**config.mk**
```make
export PLATFORM = sky130hd
export DESIGN_NAME = uart_bus_responder_flat
export DESIGN_NICKNAME = d
export VERILOG_FILES = /design/src/rtl/uart_bus_responder_if.sv /design/src/rtl/uart_bus_responder.sv /design/src/flat_wrapper.sv
export SDC_FILE = /design/constraint.sdc
export NUM_CORES = 1
export LEC_CHECK = 0
export CORE_ASPECT_RATIO = 0.6
export CORE_MARGIN = 2
export CORE_UTILIZATION = 60
export CTS_BUF_LIST = sky130_fd_sc_hd__clkbuf_16
export CTS_CLUSTER_DIAMETER = 60
export CTS_CLUSTER_SIZE = 14
export DETAILED_ROUTE_END_ITERATION = 16
export HOLD_SLACK_MARGIN = 0.03
export PLACE_DENSITY = 0.84
export SLEW_MARGIN = 20
export SYNTH_ARGS = -nofsm -noshare
export SYNTH_HDL_FRONTEND = slang
export SYNTH_SLANG_ARGS = --single-unit
export TNS_END_PERCENT = 1
```
**constraint.sdc**
```tcl
create_clock -name clk -period 3.2 [get_ports clk]
set_clock_uncertainty 0.1 [all_clocks]
set_input_delay 0.32 -clock clk [delete_from_list [all_inputs] [get_ports clk]]
set_output_delay 0.32 -clock clk [all_outputs]
set_load 0.01 [all_outputs]
```
**src/rtl/uart_bus_responder_if.sv**
```systemverilog
// CPU-side 8-bit memory bus between the core and uart_bus_responder.
interface uart_bus_responder_if;
  logic       request;
  logic       write_enable;
  logic [7:0] address;
  logic [7:0] write_data;
  logic       ready;
  logic [7:0] read_data;
  logic       busy;

  // CPU core: drives the access, observes completion.
  modport master (
    output request, write_enable, address, write_data,
    input  ready, read_data, busy
  );

  // Responder: observes the access, drives completion.
  modport slave (
    input  request, write_enable, address, write_data,
    output ready, read_data, busy
  );
endinterface

```
**src/rtl/uart_bus_responder.sv**
```systemverilog
// Bus responder that tunnels single CPU memory accesses over a UART 8N1
// link to an off-chip host. Writes send 'W', address, data; reads send
// 'R', address and then wait (without timeout) for the host's reply byte.
module uart_bus_responder #(
  parameter int CLOCKS_PER_BIT = 16
) (
  input  logic                 clk,
  input  logic                 rst_n,
  uart_bus_responder_if.slave  bus,
  output logic                 uart_tx_o,
  input  logic                 uart_rx_i
);

  localparam int CNT_W = (CLOCKS_PER_BIT > 2) ? $clog2(CLOCKS_PER_BIT) : 2;
  localparam logic [CNT_W-1:0] CNT_ONE  = CNT_W'(1);
  localparam logic [CNT_W-1:0] CNT_LAST = CNT_W'(CLOCKS_PER_BIT - 1);
  localparam logic [CNT_W-1:0] CNT_MID  = CNT_W'(CLOCKS_PER_BIT / 2 - 1);

  localparam logic [7:0] CMD_WRITE = 8'h57;
  localparam logic [7:0] CMD_READ  = 8'h52;

  // Transaction FSM encoding
  localparam logic [2:0] ST_IDLE         = 3'd0;
  localparam logic [2:0] ST_SEND_COMMAND = 3'd1;
  localparam logic [2:0] ST_SEND_ADDRESS = 3'd2;
  localparam logic [2:0] ST_SEND_DATA    = 3'd3;
  localparam logic [2:0] ST_WAIT_READ    = 3'd4;
  localparam logic [2:0] ST_DONE         = 3'd5;

  // Receiver encoding
  localparam logic [1:0] RX_IDLE  = 2'd0;
  localparam logic [1:0] RX_START = 2'd1;
  localparam logic [1:0] RX_DATA  = 2'd2;
  localparam logic [1:0] RX_STOP  = 2'd3;

  // Transaction / transmitter state
  logic [2:0]       state_q, state_d;
  logic             we_q, we_d;
  logic [7:0]       addr_q, addr_d;
  logic [7:0]       wdata_q, wdata_d;
  logic [7:0]       rdata_q, rdata_d;
  logic             tx_q, tx_d;
  logic [CNT_W-1:0] tx_cnt_q, tx_cnt_d;
  logic [3:0]       tx_bit_q, tx_bit_d;   // 0 start, 1..8 data, 9 stop
  logic [7:0]       tx_byte_q, tx_byte_d;
  logic             tx_bit_end;
  logic             tx_byte_end;
  logic             sending;

  // Receiver state
  logic             rx_s1_q, rx_s2_q, rx_s3_q;
  logic [1:0]       rx_state_q, rx_state_d;
  logic [CNT_W-1:0] rx_cnt_q, rx_cnt_d;
  logic [2:0]       rx_bit_q, rx_bit_d;
  logic [7:0]       rx_shift_q, rx_shift_d;
  logic             rx_valid_q, rx_valid_d;

  assign tx_bit_end  = (tx_cnt_q == CNT_LAST);
  assign tx_byte_end = tx_bit_end && (tx_bit_q == 4'd9);
  assign sending     = (state_q == ST_SEND_COMMAND) ||
                       (state_q == ST_SEND_ADDRESS) ||
                       (state_q == ST_SEND_DATA);

  // Transaction sequencing and bit-serial transmit of the current byte
  always_comb begin
    // NOTE: every variable gets a default here so no path leaves one unassigned (no latches).
    state_d   = state_q;
    we_d      = we_q;
    addr_d    = addr_q;
    wdata_d   = wdata_q;
    rdata_d   = rdata_q;
    tx_d      = tx_q;
    tx_cnt_d  = tx_cnt_q;
    tx_bit_d  = tx_bit_q;
    tx_byte_d = tx_byte_q;

    // Advance the serializer; the next line level is set one bit ahead.
    if (sending) begin
      if (tx_bit_end) begin
        tx_cnt_d = '0;
        tx_bit_d = tx_bit_q + 4'd1;
        if (tx_bit_q == 4'd8) begin
          tx_d = 1'b1;
        end else if (tx_bit_q < 4'd8) begin
          tx_d = tx_byte_q[tx_bit_q[2:0]];
        end
      end else begin
        tx_cnt_d = tx_cnt_q + CNT_ONE;
      end
    end

    // Byte loads below start a new start bit immediately, so consecutive
    // bytes leave the line with no idle gap between stop and start.
    case (state_q)
      ST_IDLE: begin
        if (bus.request) begin
          we_d      = bus.write_enable;
          addr_d    = bus.address;
          wdata_d   = bus.write_data;
          tx_byte_d = bus.write_enable ? CMD_WRITE : CMD_READ;
          tx_d      = 1'b0;
          tx_cnt_d  = '0;
          tx_bit_d  = '0;
          state_d   = ST_SEND_COMMAND;
        end
      end
      ST_SEND_COMMAND: begin
        if (tx_byte_end) begin
          tx_byte_d = addr_q;
          tx_d      = 1'b0;
          tx_cnt_d  = '0;
          tx_bit_d  = '0;
          state_d   = ST_SEND_ADDRESS;
        end
      end
      ST_SEND_ADDRESS: begin
        if (tx_byte_end) begin
          if (we_q) begin
            tx_byte_d = wdata_q;
            tx_d      = 1'b0;
            tx_cnt_d  = '0;
            tx_bit_d  = '0;
            state_d   = ST_SEND_DATA;
          end else begin
            state_d = ST_WAIT_READ;
          end
        end
      end
      ST_SEND_DATA: begin
        if (tx_byte_end) begin
          state_d = ST_DONE;
        end
      end
      ST_WAIT_READ: begin
        if (rx_valid_q) begin
          rdata_d = rx_shift_q;
          state_d = ST_DONE;
        end
      end
      ST_DONE: begin
        state_d = ST_IDLE;
      end
      default: begin
        state_d = ST_IDLE;
      end
    endcase
  end

  // Transaction / transmitter registers; the line idles high from reset
  always_ff @(posedge clk or negedge rst_n) begin
    if (!rst_n) begin
      state_q   <= ST_IDLE;
      we_q      <= 1'b0;
      addr_q    <= '0;
      wdata_q   <= '0;
      rdata_q   <= '0;
      tx_q      <= 1'b1;
      tx_cnt_q  <= '0;
      tx_bit_q  <= '0;
      tx_byte_q <= '0;
    end else begin
      // NOTE: non-blocking assignments so every register samples pre-edge values.
      state_q   <= state_d;
      we_q      <= we_d;
      addr_q    <= addr_d;
      wdata_q   <= wdata_d;
      rdata_q   <= rdata_d;
      tx_q      <= tx_d;
      tx_cnt_q  <= tx_cnt_d;
      tx_bit_q  <= tx_bit_d;
      tx_byte_q <= tx_byte_d;
    end
  end

  // Two-flop synchronizer for the asynchronous host line, plus one delay
  // stage of the synchronized level for falling-edge detection
  always_ff @(posedge clk or negedge rst_n) begin
    if (!rst_n) begin
      rx_s1_q <= 1'b1;
      rx_s2_q <= 1'b1;
      rx_s3_q <= 1'b1;
    end else begin
      rx_s1_q <= uart_rx_i;
      rx_s2_q <= rx_s1_q;
      rx_s3_q <= rx_s2_q;
    end
  end

  // Free-running receiver: start re-check at mid-bit, centre sampling,
  // delivery only for a good stop bit sampled while a read is waiting
  always_comb begin
    rx_state_d = rx_state_q;
    rx_cnt_d   = rx_cnt_q;
    rx_bit_d   = rx_bit_q;
    rx_shift_d = rx_shift_q;
    rx_valid_d = 1'b0;

    case (rx_state_q)
      RX_IDLE: begin
        if (rx_s3_q && !rx_s2_q) begin
          rx_cnt_d   = '0;
          rx_state_d = RX_START;
        end
      end
      RX_START: begin
        if (rx_cnt_q == CNT_MID) begin
          rx_cnt_d   = '0;
          rx_bit_d   = '0;
          rx_state_d = rx_s2_q ? RX_IDLE : RX_DATA;
        end else begin
          rx_cnt_d = rx_cnt_q + CNT_ONE;
        end
      end
      RX_DATA: begin
        if (rx_cnt_q == CNT_LAST) begin
          rx_cnt_d   = '0;
          rx_shift_d = {rx_s2_q, rx_shift_q[7:1]};
          if (rx_bit_q == 3'd7) begin
            rx_state_d = RX_STOP;
          end else begin
            rx_bit_d = rx_bit_q + 3'd1;
          end
        end else begin
          rx_cnt_d = rx_cnt_q + CNT_ONE;
        end
      end
      RX_STOP: begin
        if (rx_cnt_q == CNT_LAST) begin
          rx_valid_d = rx_s2_q && (state_q == ST_WAIT_READ);
          rx_state_d = RX_IDLE;
        end else begin
          rx_cnt_d = rx_cnt_q + CNT_ONE;
        end
      end
      default: begin
        rx_state_d = RX_IDLE;
      end
    endcase
  end

  // Receiver registers
  always_ff @(posedge clk or negedge rst_n) begin
    if (!rst_n) begin
      rx_state_q <= RX_IDLE;
      rx_cnt_q   <= '0;
      rx_bit_q   <= '0;
      rx_shift_q <= '0;
      rx_valid_q <= 1'b0;
    end else begin
      rx_state_q <= rx_state_d;
      rx_cnt_q   <= rx_cnt_d;
      rx_bit_q   <= rx_bit_d;
      rx_shift_q <= rx_shift_d;
      rx_valid_q <= rx_valid_d;
    end
  end

  assign bus.ready     = (state_q == ST_DONE);
  assign bus.busy      = (state_q != ST_IDLE);
  assign bus.read_data = rdata_q;
  assign uart_tx_o     = tx_q;

endmodule

```
**src/flat_wrapper.sv**
```systemverilog
// flat-port wrapper written by rule: the top's interface ports become plain ports
module uart_bus_responder_flat 
#(
  parameter int CLOCKS_PER_BIT = 16
)
  (clk, rst_n, uart_tx_o, uart_rx_i, bus_request, bus_write_enable, bus_address, bus_write_data, bus_ready, bus_read_data, bus_busy);
  uart_bus_responder_if bus_i ();
  input  logic clk;
  input  logic rst_n;
  output logic uart_tx_o;
  input  logic uart_rx_i;
  input wire logic [$bits(bus_i.request)-1:0] bus_request;
  input wire logic [$bits(bus_i.write_enable)-1:0] bus_write_enable;
  input wire logic [$bits(bus_i.address)-1:0] bus_address;
  input wire logic [$bits(bus_i.write_data)-1:0] bus_write_data;
  output wire logic [$bits(bus_i.ready)-1:0] bus_ready;
  output wire logic [$bits(bus_i.read_data)-1:0] bus_read_data;
  output wire logic [$bits(bus_i.busy)-1:0] bus_busy;
  assign bus_i.request = bus_request;
  assign bus_i.write_enable = bus_write_enable;
  assign bus_i.address = bus_address;
  assign bus_i.write_data = bus_write_data;
  assign bus_ready = bus_i.ready;
  assign bus_read_data = bus_i.read_data;
  assign bus_busy = bus_i.busy;
  uart_bus_responder #(.CLOCKS_PER_BIT(CLOCKS_PER_BIT)) u_core (.clk(clk), .rst_n(rst_n), .bus(bus_i), .uart_tx_o(uart_tx_o), .uart_rx_i(uart_rx_i));
endmodule
```
After elaboration in Yosys (flattened, before gate mapping)
Cells that the tools add are included.

word-level totals
  input port bits = 21
  bits in registers = 66
  output and inout bits = 11
  logic and storage cells = 125

cells by class
  mux-type cells = 56
  reduce and logical (&&, ||, !) cells = 19
  $lt $le $gt $ge = 2
  equal/unequal tests = 27
  add/sub/neg operators = 4

operator list
  cell                                                 count
  two-way mux 4 bit                                    16
  two-way mux 8 bit                                    4
  two-way mux 3 bit                                    10
  one-hot mux 4 bit (3 select lines)                   2
  one-hot mux 8 bit (3 select lines)                   1
  != test 2 x 1 -> 1 bit, second input constant        10
  equality test 4 bit, second input constant           4
  one-hot mux 4 bit (4 select lines)                   1
  one-hot mux 3 bit (5 select lines)                   1
  AND reduction 5 bit                                  3
  adder 4 x 1 -> 4 bit, second input constant          3
  two-way mux 2 bit                                    6
  two-way mux 1 bit                                    11
  equality test 3 bit, second input constant           3
  one-hot mux 2 bit (4 select lines)                   1
  AND reduction 2 bit                                  4
  equality test 3 x 2 -> 1 bit, second input constant  2
  != test 2 bit, second input constant                 3
  one-hot mux 3 bit (2 select lines)                   1
  nonzero test 3 bit                                   2
  equality test 2 bit, second input constant           2
  equality test 4 x 3 -> 1 bit, second input constant  1
  < comparator 3 x 4 -> 1 bit, second input constant   1
  < comparator 4 bit, second input constant            1
  12 further kinds                                     15

Logic depth before layout (Yosys ltp)
  depth after elaboration = 9
  depth in mapped cells = 7
  depth with buffers taken out = 6

Worst setup path before layout
OpenSTA, ideal clock, no wires.

  kind = reg2reg
  start = reg u_core.tx_cnt_q[0]
  end = reg u_core.tx_byte_q[1]
  cell stages (with the launch flop) = 6
  clock period less this slack = 2.007 ns
  setup slack = 1.193 ns
  data arrival time = 1.782 ns
  setup time = 0.125 ns
  buffers on the path = 0
  cell sequence = dfrtp_1 -> ha_1 -> nand3_1 -> a2111o_1 -> a21oi_4 -> mux2_2

between the ends
  word-level cells in the longest chain between the ends = 4
  elaborated cells between the ends (all ways) = 5

RTL lines
  what                                      RTL line                   source
  from (decl)                               uart_bus_responder.sv:43   logic [CNT_W-1:0] tx_cnt_q, tx_cnt_d;
  from (signal assigned)                    uart_bus_responder.sv:169  tx_cnt_q <= tx_cnt_d;
  equality test 4 bit (*)                   uart_bus_responder.sv:58   assign tx_bit_end = (tx_cnt_q == CNT_LAST);
  logical AND 1 bit (*)                     uart_bus_responder.sv:59   assign tx_byte_end = tx_bit_end && (tx_bit_q == 4'd9);
  != test 2 x 1 -> 1 bit (no source line)   n/a
  AND reduction 5 bit (no source line) (*)  n/a
  to (signal assigned)                      uart_bus_responder.sv:171  tx_byte_q <= tx_byte_d;
  to (decl)                                 uart_bus_responder.sv:45   logic [7:0] tx_byte_q, tx_byte_d;

Every way passes the cells marked *; elsewhere a longest branch is shown, timed or not.
A chain may end at the register's enable or synchronous reset.

Worst setup path in the final report
  start = reg u_core.state_q[1]
  end = reg u_core.tx_byte_q[3]

between the ends
  word-level cells in the longest chain between the ends = 3
  elaborated cells between the ends (all ways) = 10

RTL lines
  what                                                             RTL line                   source
  from (decl)                                                      uart_bus_responder.sv:37   logic [2:0] state_q, state_d;
  from (signal assigned)                                           uart_bus_responder.sv:163  state_q <= state_d;
  equality test 3 x 1 -> 1 bit (tied with other cells)             uart_bus_responder.sv:94   case (state_q)
  != test 2 x 1 -> 1 bit (no source line) (tied with other cells)  n/a
  AND reduction 5 bit (no source line)                             n/a

Parallel ways exist; a longest one is shown, timed or not.

==> impl_metrics.ini <==
[status]
run_status = completed

[sta]
min_period_ns = 2.44
fmax_mhz = 410
worst_slew_pin_slew_ns = 0.811
setup_ws_ns = 0.759
slew_headroom = 0.460
setup_viol = 0
period_share = 0.763
hold_violations = 0
rsz0062_at_grt = no
maxSlewViolCount = 0
finalHoldWorstSlack_ns = 0.257
fin_tns_setup_ns = 0

[logic_synthesis]
synth_area_leaders = dfrtp_1, mux2_2, dfstp_2, nand2_1, ha_1
synth_top_area_frac = 0.491
yosysSeqAreaShare = 0.524
synth_area_mm2 = 0.00316
avgSynthCellArea_um2 = 11.4
yosys.area.top_type = dfrtp_1
synthArstFlopShare = 1.00
syn_nets = 305
ys_warn_count = 0
synth.distinct_cells = 45
syn_inst = 278
ys_ff_latch = 66
synth_edf_count = 0
synth_flop_cell = dfrtp_1

[drt]
via_count = 2335
post_drt_wl_per_cell_um = 18.1
wirelength_mm = 6.85
top_layer = met4
dr_wl_met3_um = 449
postRouteAntennaNets = 0
drt_pre_antenna_iters = 4
drc = 0
drt_iter0_markers = 164
met1_length_mm = 3.14
avgViaCountPerCell = 6.16
wl_met2_mm = 3.16

[layout]
syn2layout_area_growth_pct = 20.5
final_area_mm2 = 0.00381
drive_gt1_frac = 0.208
nNetsFinal = 335
diodes = 0
final_common_cell = dfrtp_1
fill_cells = 334
instances_no_fill = 379
final_cell_mix = dfrtp_1, mux2_2, clkdlybuf4s50_1, nand2_1, nor2_1

[placement]
globalplace.congestion = 0.838
io_buffers = 31
place_ws_ns = 0.775
hpwl_mm = 4.43
dp.cells = 362
dpl_cell_area_mm2 = 0.00350

[worst_hold_path]
hold_class = flip-flop to flip-flop

[grt]
grt_pass1_wl_mm = 11.4
grt-ovfl-total = 0
grt_usage = 0.260
grt_pass1_vias = 2217
grt_max_degree = 37
antenna_found_initial = 0

[floorplanning]
start_util = 0.622
fp-row-count = 20
dieArea_mm2 = 0.00588
die_h_um = 60.2
die_x_um = 97.7
io_pins = 32
coreArea_mm2 = 0.00508

[run]
cap_viol_max_count = 0

[clocking]
clk_latency_ns = 0.33
post_cts_buffers = 0
clock_sinks = 66
clk_pin_slew_ns = 0.06
clockBufferDepth = 2
cts_tree = yes
cts_root_buf = clkbuf_16
cts_made_buffers = 9
ctsHtreeMaxLevel = 3

[critical_path]
setup.worst_path.class = flip-flop to flip-flop
critPathLaunchType = flip-flop
cp.required_ns = 3.31
critPathCaptureType = flip-flop
crit_arrival_ns = 2.55
path_max_fanout = 17

[power_and_ir_drop]
powerDensity_mw_per_mm2 = 793
ir_drop_uv = 437
leakagePower_nw = 1.65
## synthesized netlist by cell type, types with 2 or more instances
cell type	number
nor3_1	11
ha_1	6
nand2_1	22
o21ai_0	13
xor2_1	2
nand3_1	6
dfrtp_1	62
dfstp_2	4
and2_1	2
mux2_2	41
o22a_1	2
o21bai_1	2
o211ai_1	4
a22o_1	6
inv_1	6
nand2b_1	7
nor2b_1	4
or3_1	2
a21oi_1	10
clkbuf_1	8
o22ai_1	5
nor2_1	16
or4_1	2
buf_2	5
xnor2_1	2
mux2i_1	4
and3_1	6
## state kept, by name (all words and copies together), names as in the netlist, named ones only
name                  flops
u_core.addr_q             8
u_core.bus.read_data      8
u_core.rx_shift_q         8
u_core.tx_byte_q          8
u_core.wdata_q            8
u_core.rx_cnt_q           4
u_core.tx_bit_q           4
u_core.tx_cnt_q           4
u_core.rx_bit_q           3
u_core.state_q            3
u_core.rx_s1_q            1
u_core.rx_s2_q            1
u_core.rx_s3_q            1
u_core.rx_state_q         1
u_core.rx_valid_q         1
u_core.uart_tx_o          1
u_core.we_q               1
## report_power, final
| group | total (mW) | internal (mW) | switching [mW] |
|---|---|---|---|
| Combinational | 0.712 | 0.390 | 0.322 |
| Clock | 0.970 | 0.600 | 0.370 |
| Sequential | 1.34 | 1.07 | 0.271 |
| Total | 3.02 | 2.06 | 0.963 |
## worst paths after layout
path	start	to	slack, ns	cells past startpoint
max in group asynchronous	rst_n	u_core.rx_s2_q	1.83	3
max	u_core.state_q[1]	u_core.tx_byte_q[3]	0.76	4
min	u_core.rx_s1_q	u_core.rx_s2_q	0.26	0
max reg2reg	u_core.state_q[1]	u_core.tx_byte_q[3]	0.76	4
min in group asynchronous	rst_n	u_core.addr_q[3]	0.47	2
min reg2reg	u_core.rx_s1_q	u_core.rx_s2_q	0.26	0
## metrics by stage
| step | power, mW | util |
|---|---|---|
| after global routing | 3.19 | 0.750 |
| after floorplan | 1.82 | - |
| final | 3.02 | 0.750 |
| after detailed placement | 2.03 | 0.689 |
| after global placement | 1.97 | 0.689 |
| after CTS | 3.01 | 0.750 |
## worst max-delay path, stage by stage, from the launching register on
cell and delay [ns]:
dfrtp_1 0.53, nand2b_1 0.36, a2111o_1 0.46, a21oi_4 0.47
mux2_2 0.40
## logic make-up after synthesis
group,share of synthesized area
DFF,0.524
AOI/OAI and AO/OA,0.120
buffers and inverters,0.0281
and+or+nand+nor,0.127
muxes,0.166
xor gates and xnor gates,0.0111
adders and majority gates,0.0238
## what timing repair did
item                                   CTS  global route
gates resized for setup                  0             0
hold buffers                             1             0
endpoints found under the hold margin   29             0
## area by class of cell
| class | count | area (um^2) | share of cell area |
|---|---|---|---|
| multi-input combinational | 192 | 1420 | 0.372 |
| sequential | 66 | 1660 | 0.435 |
| inverter | 6 | 22.5 | 0.00592 |
| clock buffer | 9 | 225 | 0.0592 |
| timing repair buffer | 33 | 335 | 0.0881 |
| clock inverter | 7 | 70.1 | 0.0184 |
| tap | 66 | 82.6 | 0.0217 |
## per-layer routing
metal	vias up	track usage
li1	1077	-
met1	1157	0.341
met4	0	0.0813
met5	-	0
met3	11	0.0994
met2	90	0.411
(Power assumes the default switching activity.)
